[src/rtl/kb_pkg.sv]
// Shared keyboard-event definitions: controls_in PIO layout and the sys_ctrl pop bit,
// kept in one place so RTL and firmware headers agree.
package kb_pkg;

  localparam int unsigned KB_KW               = 16;
  localparam int unsigned CTRL_KEYCODE_LSB    = 0;
  localparam int unsigned CTRL_COUNT_LSB      = 16;
  localparam int unsigned CTRL_COUNT_W        = 6;
  localparam int unsigned CTRL_OVF_BIT        = 22;
  localparam int unsigned CTRL_HEAD_VALID_BIT = 23;
  localparam int unsigned SYS_CTRL_POP_BIT    = 4;

  // controls_in word as seen by the CPU (bit 0 = keycode LSB)
  typedef struct packed {
    logic [7:0]              rsvd;
    logic                    head_valid;
    logic                    overflow;
    logic [CTRL_COUNT_W-1:0] count;
    logic [KB_KW-1:0]        keycode;
  } controls_in_t;

  function automatic controls_in_t pack_controls(input logic [KB_KW-1:0]        kc,
                                                 input logic [CTRL_COUNT_W-1:0] cnt,
                                                 input logic                    ovf,
                                                 input logic                    hv);
    controls_in_t w;
    w            = '0;
    w.keycode    = kc;
    w.count      = cnt;
    w.overflow   = ovf;
    w.head_valid = hv;
    return w;
  endfunction

endpackage

[src/rtl/sync_2ff.sv]
// Single-bit two-flop synchronizer with async active-low reset.
module sync_2ff (
  input  logic clk27,
  input  logic po_reset_n,
  input  logic d,
  output logic q
);

  logic meta;

  always_ff @(posedge clk27 or negedge po_reset_n) begin
    if (!po_reset_n) begin
      meta <= 1'b0;
      q    <= 1'b0;
    end else begin
      meta <= d;
      q    <= meta;
    end
  end

endmodule

[src/rtl/kb_event_fifo.sv]
// Keycode event FIFO between the keyboard path and the CPU controls_in PIO.
// One push per kc_valid_in rising edge, one pop per pop_toggle level change.
module kb_event_fifo
  import kb_pkg::*;
#(
  parameter int unsigned DEPTH = 8,
  parameter int unsigned KW    = KB_KW,
  parameter int unsigned CW    = 4
) (
  input  logic          clk27,
  input  logic          po_reset_n,
  input  logic          kc_valid_in,
  input  logic [KW-1:0] kc_in,
  input  logic          pop_toggle,
  input  logic          ovf_clear,
  output logic [KW-1:0] head_keycode,
  output logic          head_valid,
  output logic [CW-1:0] count,
  output logic          overflow
);

  localparam int unsigned AW = $clog2(DEPTH);

  logic          v2, v3;
  logic          pop_prev, init_done;
  logic [AW-1:0] rptr, wptr;
  logic [KW-1:0] mem [DEPTH];

  logic          push_c, pop_c, full_c, empty_c;
  logic          push_acc_c, pop_acc_c, drop_c;
  logic [AW-1:0] rptr_n_c, wptr_n_c;
  logic [CW-1:0] count_n_c;
  logic          ovf_n_c;
  logic [KW-1:0] head_n_c;

  sync_2ff u_sync_valid (
    .clk27      (clk27),
    .po_reset_n (po_reset_n),
    .d          (kc_valid_in),
    .q          (v2)
  );

  // Next-state: pop is applied before push, so a push into a full FIFO with a pop is kept
  always_comb begin
    push_c     = v2 & ~v3;
    pop_c      = init_done & (pop_toggle != pop_prev);
    full_c     = (count == CW'(DEPTH));
    empty_c    = (count == '0);
    pop_acc_c  = pop_c & ~empty_c;
    push_acc_c = push_c & (~full_c | pop_acc_c);
    drop_c     = push_c & ~push_acc_c;
    rptr_n_c   = rptr + AW'(pop_acc_c);
    wptr_n_c   = wptr + AW'(push_acc_c);
    count_n_c  = count + CW'(push_acc_c) - CW'(pop_acc_c);
    ovf_n_c    = ovf_clear ? 1'b0 : (overflow | drop_c);
    // Bypass when the new head is the slot being written this cycle
    head_n_c   = (push_acc_c && (rptr_n_c == wptr)) ? kc_in : mem[rptr_n_c];
  end

  always_ff @(posedge clk27 or negedge po_reset_n) begin
    if (!po_reset_n) begin
      v3           <= 1'b0;
      pop_prev     <= 1'b0;
      init_done    <= 1'b0;
      rptr         <= '0;
      wptr         <= '0;
      count        <= '0;
      overflow     <= 1'b0;
      head_valid   <= 1'b0;
      head_keycode <= '0;
    end else begin
      v3         <= v2;
      pop_prev   <= pop_toggle;
      init_done  <= 1'b1;
      rptr       <= rptr_n_c;
      wptr       <= wptr_n_c;
      count      <= count_n_c;
      overflow   <= ovf_n_c;
      head_valid <= (count_n_c != '0);
      if (count_n_c != '0) begin
        head_keycode <= head_n_c;
      end
    end
  end

  // Storage carries no reset; unread slots are never exposed
  always_ff @(posedge clk27) begin
    if (push_acc_c) begin
      mem[wptr] <= kc_in;
    end
  end

endmodule

[config.mk]
export PLATFORM = sky130hd
export DESIGN_NAME = kb_event_fifo
export DESIGN_NICKNAME = d
export VERILOG_FILES = /design/src/rtl/kb_pkg.sv /design/src/rtl/sync_2ff.sv /design/src/rtl/kb_event_fifo.sv
export SDC_FILE = /design/constraint.sdc
export NUM_CORES = 1
export LEC_CHECK = 0
export CAP_MARGIN = 20
export CORE_MARGIN = 10
export CORE_UTILIZATION = 63
export CTS_CLUSTER_SIZE = 20
export DETAILED_ROUTE_END_ITERATION = 10
export HOLD_SLACK_MARGIN = 0.12
export PLACE_DENSITY = 0.88
export RECOVER_POWER = 100
export SKIP_CTS_REPAIR_TIMING = 1
export SYNTH_ARGS = -nofsm -noshare
export SYNTH_HDL_FRONTEND = slang
export SYNTH_SLANG_ARGS = --single-unit
[constraint.sdc]
create_clock -name clk27 -period 4.7 [get_ports clk27]
set_input_delay 1.41 -clock clk27 [delete_from_list [all_inputs] [get_ports clk27]]
set_output_delay 1.41 -clock clk27 [all_outputs]
set_load 0.03 [all_outputs]
## After elaboration in Yosys (flattened, before gate mapping)

Memories as Yosys holds them, arrays and structs flattened. A register that Yosys moved wholly into a read port is not among the register bits.
Index checks and enable logic that the tools add are counted.

- Output and inout bits: 22
- Memories: 1
- Word-level logic and storage cells: 34
- RAM bits: 128
- Flip-flop bits (word level): 17

- Bitwise operators: 11
- Reduce and logical (&&, ||, !) cells: 3
- $add $sub $neg: 4
- Multiplexer cells: 3
- Equal/unequal tests: 2

Memory list:

| name | depth | width | read ports | clocked after Yosys merged registers in | wr ports | RTL line | text |
|---|---|---|---|---|---|---|---|
| mem | 8 | 16 | 1 | 1 | 1 | kb_event_fifo.sv:27 | `logic [KW-1:0] mem [DEPTH];` |

Operator list:

| cell | number |
|---|---|
| $add 3x1->3 | 2 |
| $and 1x1->1 | 5 |
| $add 4x1->4 | 1 |
| $eq 4x4->1 const B | 1 |
| $logic_not 4->1 | 1 |
| $not 1->1 | 4 |
| $reduce_bool 4->1 | 1 |
| $sub 4x1->4 | 1 |
| $mux 1 | 3 |
| $or 1x1->1 | 2 |
| $logic_not 1->1 | 1 |
| $ne 1x1->1 | 1 |

## Longest topological paths before layout

Gate-level depths: netlist of run 1.

- Depth after elaboration: 9
- Depth in mapped cells: 14

## Modules after synthesis

Synthesis of run 1 repeated with hierarchy kept, for this count alone.

- Cells, all modules: 383
- Area total of the unflattened synthesis: 6588.8 um^2

Modules (own cells, without submodules):

| module | cells an instance | seq. area each (um^2) | area an instance (um^2) | times used |
|---|---|---|---|---|
| kb_event_fifo | 381 | 4619.4 | 6538.8 | 1 |
| sync_2ff | 2 | 50.0 | 50.0 | 1 |

## Worst setup path before layout of run 1

OpenSTA, ideal clock, no wires.

- Kind: input to register
- From: in pop_toggle
- To: reg head_keycode[0], read port of mem
- Setup slack: 0.794 ns
- Arrival time: 3.785 ns
- Data required time: 4.579 ns
- Setup time: 0.121 ns
- Stages on the path: 14
- Cells stage by stage: xnor2_1 nand2b_1 a21o_1 inv_1 nand2_1 o21ai_0 ha_1 fa_1 xor2_1 nor4b_1 mux2_2 clkinv_1 buf_2 o22a_1

- Longest elaborated chain between the ends: 8
- Elaborated cells between the ends (all ways): 9

Ends and longest elaborated chain:

| element | RTL line | text |
|---|---|---|
| from (decl) | kb_event_fifo.sv:14 | `input logic pop_toggle,` |
| $ne 1x1->1 * | kb_event_fifo.sv:46 | `pop_c = init_done & (pop_toggle != pop_prev);` |
| $and 1x1->1 * | kb_event_fifo.sv:46 |  |
| $and 1x1->1 * | kb_event_fifo.sv:49 | `pop_acc_c = pop_c & ~empty_c;` |
| $or 1x1->1 | kb_event_fifo.sv:50 | `push_acc_c = push_c & (~full_c \| pop_acc_c);` |
| $and 1x1->1 | kb_event_fifo.sv:50 |  |
| $add 4x1->4 | kb_event_fifo.sv:54 | `count_n_c = count + CW'(push_acc_c) - CW'(pop_acc_c);` |
| $sub 4x1->4 * | kb_event_fifo.sv:54 |  |
| net count_n_c[2] | kb_event_fifo.sv:32 | `logic [CW-1:0] count_n_c;` |
| $reduce_bool 4->1 * | kb_event_fifo.sv:80 | `if (count_n_c != '0) begin` |
| to (decl) | kb_event_fifo.sv:16 | `output logic [KW-1:0] head_keycode,` |

The timed path passes the listed nets; every way through them passes the cells marked *.

## Worst setup path after layout of run 1

- From: in pop_toggle
- To: reg head_keycode[6], read port of mem

Same word-level chain as after synthesis.

==> results.cfg, run 1 <==
[clocking]
cts.clk_slew.worst_paths_ns = 0.06
cts_buffer_depth = 2
clk_latency_ns = 0.54
cts-htree-levels = 4
root_buffer = clkbuf_8
cts_sinks = 161
cts_made_buffers = 17
cts_tree = built

[logic_synthesis]
synth_largest_area_cell = edfxtp_1
synth_area_leaders = edfxtp_1 59%, dfrtp_1 13%, mux2i_1 4.9%
synth_nets = 414
synth-edff-count = 128
synth_seq_area_share_pct = 71.13
ys_async_sr_fraction_pct = 20.50
synth_top_area_share_pct = 58.55
ys_seq_elements = 161
yosys_warnings = 0
synth.distinct_cells = 41
syn_inst = 383
netlist_area_mm2 = 0.006565
avgSynthCellArea_um2 = 17.14
synth_flop_cell = edfxtp_1

[floorplan]
dieArea_mm2 = 0.01490
ioPinCount = 43
fp.dieH_um = 122.1
start_util_pct = 64.17
dieWidth_um = 122.1
core_area_mm2 = 0.01023
row_count = 37

[power_and_ir_drop]
p_sw_share_pct = 32.70
p_leak_nw = 2.851
switchingPower_mw = 1.750
p_comb_share_pct = 39.3
ir_drop_uv = 346.9
seqPwrFrac_pct = 35.7
intPower_mw = 3.602
p_clk_share_pct = 25.0
power_density_mw_per_mm2 = 688.2

[cells_and_area]
fin_nets = 484
insertedDiodeCount = 0
drive_above_1_share_pct = 12.23
n_fill_cell = 564
final_cell_mix = 128 x edfxtp_1, 41 x dlygate4sd3_1, 33 x dfrtp_1
multi_input_area_mm2 = 0.001702
regArea_mm2 = 0.004669
final_util_pct = 76.01
syn_to_final_growth_pct = 18.45
layout_commonest_cell = edfxtp_1

[sta]
period_minus_slack_ns = 4.251
finClkSkew_ns = 0.007728
rsz0062_at_grt = no
period_share_pct = 90.45
worstMarginPinSlew_ns = 1.874
max_freq_mhz = 235.2
slew_viol_final = 34
worst_slew_margin_rel_pct = -24.92
setup_tns_ns = 0
setup_viol = 0
hold_viol = 0

[hold_path]
hold_start = u_sync_valid.meta$_DFF_PN0_
hp-class = register to register
hold-path-endpoint = u_sync_valid.q$_DFF_PN0_
whs_path_depth = 0

[setup_path]
crit_slowest_cell = dlygate4sd3_1
worstReg2RegEnd = head_keycode[6]$_DFFE_PN0P_
endpoint_kind = register
max_stage_delay_ns = 0.57
r2r_cells = 14
cp_data_arrival_time_ns = 4.68
r2r_start = pop_prev$_DFF_PN0_
crit_start = pop_toggle
crit_required_ns = 5.12
critical_path_class = input pin to register
critPathLaunchType = input pin
worstPathMaxFanout = 10
reg2reg_slack_ns = 1.50
crit_chain = dlygate4sd3_1 -> xnor2_1 -> nand2b_1 -> a21o_1 -> inv_1 -> nand2_1 -> o21ai_0 -> ha_1 -> fa_1 -> xor2_1 -> nor4b_1 -> mux2_2 -> clkinv_1 -> buf_4 -> o22a_1

[global_route]
grt_overflow = 0
grt.busiest_layer = met2
gr-usage-met2_pct = 29.98
use_met1_pct = 23.42
gr-usage-met3_pct = 5.458
grt_usage_pct = 18.70
grt_max_degree = 34
grt_pass1_vias = 3781
grt_pass1_wl_um = 20690
antenna_found_initial = 0

[detailed_routing]
drc_errors = 0
viasPerCell = 6.045
drtIter0Drc = 275
firstDrtPassIters = 5
wl_per_cell_um = 21.91
ant_nets = 0
wirelength_um = 13190
num_vias = 3639

[placement]
gp_congestion = 0.7862
hpwl_um = 8544
io_buffers = 42

[outcome]
status = finished, violations left
violations = capacitance limit, slew limit

[run]
drv_cap = 1
-- area by class of cell --
cell class	instances	share of cell area [%]
well taps	136	2.188
repair buffers	68	7.401
clock inverters	7	1.416
multi-input cells	183	21.88
inverters	22	1.094
clock buffers	25	5.969
flip-flops and latches	161	60.05
-- flip-flops by register name, summed over array words and instances (netlist names) --
register and count:
overflow 1, v3 1, u_sync_valid.meta 1, rptr 3
count 4, wptr 3, mem 128, head_valid 1
pop_prev 1, init_done 1, head_keycode 16, u_sync_valid.q 1
-- critical path, delay by kind of cell --
kind | cells | cell delay (ns)
buf+inv | 4 | 0.94
fa+ha+maj | 2 | 0.63
simple gates | 3 | 0.51
compound gates | 3 | 0.44
xor+xnor | 2 | 0.39
mux | 1 | 0.34
-- layer usage --
layer  vias to the layer above  part of all wire (%)
met5                         -                     0
met4                         0                   2.2
met3                        29                   8.4
met2                       168                    50
met1                      1829                    39
li1                       1613                     -
-- synthesized netlist by cell type, types with 2 or more instances --
| cell | instances |
|---|---|
| a22oi_1 | 16 |
| nand3_1 | 2 |
| and3_1 | 14 |
| o22a_1 | 14 |
| nand2_1 | 4 |
| a31oi_1 | 3 |
| mux4_1 | 2 |
| xnor2_1 | 4 |
| buf_6 | 4 |
| a21o_1 | 2 |
| mux2i_1 | 32 |
| o21bai_1 | 14 |
| ha_1 | 9 |
| nor2_2 | 2 |
| inv_1 | 20 |
| dfrtp_1 | 33 |
| clkbuf_1 | 4 |
| nor2_1 | 8 |
| mux4_2 | 14 |
| or2_0 | 2 |
| xor2_1 | 3 |
| nand2b_1 | 21 |
| nor3_1 | 2 |
| buf_2 | 8 |
| edfxtp_1 | 128 |
| nor2b_1 | 3 |
-- cells by family (layout without fill, tap and decap cells) --
| family | Yosys count | after routing | share of synthesized area (%) |
|---|---|---|---|
| AOI/OAI and AO/OA | 52 | 52 | 6.118 |
| other | 1 | 1 | 0.05712 |
| DFF | 161 | 161 | 71.13 |
| and+or+nand+nor | 63 | 63 | 5.737 |
| buffers and inverters | 39 | 122 | 2.935 |
| adders and majority gates | 10 | 10 | 2.020 |
| muxes | 49 | 49 | 10.65 |
| xor gates and xnor gates | 8 | 8 | 1.353 |
-- through the flow --
stage | setup WS, ns | instance area (µm²) | hold WS (ns) | std cells | power, mW
detailed placement | 0.06614 | 7268 | 0.3522 | 570 | 4.106
global route | 0.2158 | 7776 | 0.3786 | 602 | 5.598
floorplan | 0.7938 | 6565 | 0.3312 | 383 | 3.437
finish | 0.4491 | 7776 | 0.3737 | 602 | 5.351
CTS | 0.5855 | 7843 | 0.3707 | 602 | 5.443
global placement | 0.2210 | 7268 | 0.3460 | 570 | 4.005
-- worst max-delay path by stage --
stage                                        endpoint  slack, ns  depth (start not counted)
after floorplan           head_keycode[0]$_DFFE_PN0P_       0.79                         14
after global placement    head_keycode[6]$_DFFE_PN0P_       0.22                         15
after detailed placement  head_keycode[6]$_DFFE_PN0P_       0.07                         15
after CTS                 head_keycode[6]$_DFFE_PN0P_       0.59                         15
after global routing      head_keycode[6]$_DFFE_PN0P_       0.22                         15
final                     head_keycode[6]$_DFFE_PN0P_       0.45                         15
-- power by group through the flow --
stage	clock, mW	combinational (mW)	sequential [mW]
after global routing	1.41	2.26	1.93
after CTS	1.35	2.18	1.91
after detailed placement	0	2.17	1.94
after floorplan	0	1.36	2.08
final	1.34	2.10	1.91
after global placement	0	2.08	1.93
No activity file was read; power rests on OpenSTA's default activity.
==> run 2, diff against run 1 <==
SKIP_LAST_GASP = 1   (was default)
==> results of run 2 <==
The final DEF is identical to that of run 1; final timing and power are the same.
==> run 3, diff against run 2 <==
CORE_ASPECT_RATIO = 0.75   (was default)
TNS_END_PERCENT = 10   (was default)
==> results.cfg, run 3 (synthesis gave the netlist of run 1 again) <==
[outcome]
status = finished clean

[clocking]
cts_made_buffers = 17
cts_tree = built
cts_sinks = 161
clk_latency_ns = 0.42
root_buffer = clkbuf_16
cts_buffer_depth = 2
cts.clk_slew.worst_paths_ns = 0.06
cts-htree-levels = 4

[cells_and_area]
largest_register_ffs = 128
regArea_mm2 = 0.004669
fin_cells = 596
layout_commonest_cell = edfxtp_1
syn_to_final_growth_pct = 17.88
final_cell_mix = 128 x edfxtp_1, 40 x dlygate4sd3_1, 33 x dfrtp_1
largest-register = mem
insertedDiodeCount = 0
n_fill_cell = 567
drive_above_1_share_pct = 13.04
multi_input_area_mm2 = 0.001699
fin_nets = 478
top_regs = mem (128), head_keycode (16), count (4)

[global_route]
grt_max_degree = 33
grt_overflow = 0
antenna_found_initial = 0
grt_pass1_wl_um = 21290
grt_pass1_vias = 3861
grt_usage_pct = 19.37

[sta]
timing.final.ws_setup_ns = 0.3947
max_freq_mhz = 232.3
worst_slew_margin_rel_pct = 17.90
setup_tns_ns = 0
period_minus_slack_ns = 4.305
slew_viol_final = 0
hold_viol = 0
period_share_pct = 91.60
setup_viol = 0
worstMarginPinSlew_ns = 1.232
rsz0062_at_grt = no
finClkSkew_ns = 0.009110

[run]
drv_cap = 0

[detailed_routing]
viasPerCell = 6.116
num_vias = 3645
wirelength_um = 13750
drc_errors = 0
firstDrtPassIters = 5
wl_per_cell_um = 23.07
ant_nets = 0
drtIter0Drc = 399

[floorplan]
fp.dieH_um = 108.4
core_area_mm2 = 0.01021
start_util_pct = 64.30
row_count = 32
dieWidth_um = 137.9
dieArea_mm2 = 0.01495
ioPinCount = 43

[placement]
place_inst = 564
place_ws_ns = 0.05141
gp_congestion = 0.7971
io_buffers = 42
hpwl_um = 8676

[setup_path]
cp_data_arrival_time_ns = 4.61
critical_path_class = input pin to register
critPathLaunchType = input pin
crit_required_ns = 5.00
reg2reg_slack_ns = 1.46
crit_chain = clkdlybuf4s50_1 -> xnor2_1 -> nand2b_1 -> a21o_1 -> inv_1 -> nand2_1 -> o21ai_0 -> ha_1 -> fa_1 -> xor2_1 -> nor4b_1 -> mux2_1 -> buf_4 -> o21bai_1 -> o22a_1
crit_slowest_cell = clkdlybuf4s50_1
max_stage_delay_ns = 0.44
endpoint_kind = register
worstPathMaxFanout = 16

[hold_path]
hp-class = register to register

[power_and_ir_drop]
power_density_mw_per_mm2 = 688.9
p_leak_nw = 2.834
ir_drop_uv = 399.9
==> run 3: path summary, 6_finish.rpt <==
kind | start | to | cells past startpoint
max in group asynchronous | po_reset_n | wptr[2]$_DFF_PN0_ | 2
max reg2reg | pop_prev$_DFF_PN0_ | head_keycode[11]$_DFFE_PN0P_ | 14
max | pop_toggle | head_keycode[11]$_DFFE_PN0P_ | 15
min | u_sync_valid.meta$_DFF_PN0_ | u_sync_valid.q$_DFF_PN0_ | 0
min in group asynchronous | po_reset_n | count[2]$_DFF_PN0_ | 1
min reg2reg | u_sync_valid.meta$_DFF_PN0_ | u_sync_valid.q$_DFF_PN0_ | 0
==> run 3: area by class of cell <==
type                            count  area share [%]
Sequential cell                   161           60.34
Clock buffer                       20           5.901
Tap cell                          136           2.199
Inverter                           22           1.099
Clock inverter                     12           1.407
Multi-Input combinational cell    183           21.96
Timing Repair Buffer               62           7.098
==> run 3: power breakdown <==
part / switching [mW] / internal [mW]
sequential: 0.130 / 1.79
clock: 0.535 / 0.756
combinational: 1.15 / 0.974
==> run 3: worst max-delay path, delay by kind of cell <==
kind	cells	cell delay, ns
buf+inv	3	0.70
simple gates	3	0.39
compound gates	4	0.62
fa+ha+maj	2	0.65
mux	1	0.33
xor+xnor	2	0.51
==> run 3: metrics by stage <==
step                instance area [µm²]  util [%]  total power, mW  hold slack (ns)
floorplan                          6565         -            3.437           0.3312
global placement                   7223     70.75            3.989           0.3318
detailed placement                 7223     70.75            4.084           0.3364
CTS                                7789     76.29            5.409           0.3654
global route                       7739     75.80            5.574           0.3782
finish                             7739     75.80            5.331           0.3628
==> run 3: per-layer routing <==
layer | GRT usage (%) | up-vias | wire length [µm]
met1 | 24.69 | 1852 | 5572
met4 | 6.538 | 0 | 164
met5 | 0 | - | 0
li1 | - | 1603 | -
met3 | 5.607 | 14 | 1195
met2 | 31.42 | 176 | 6819
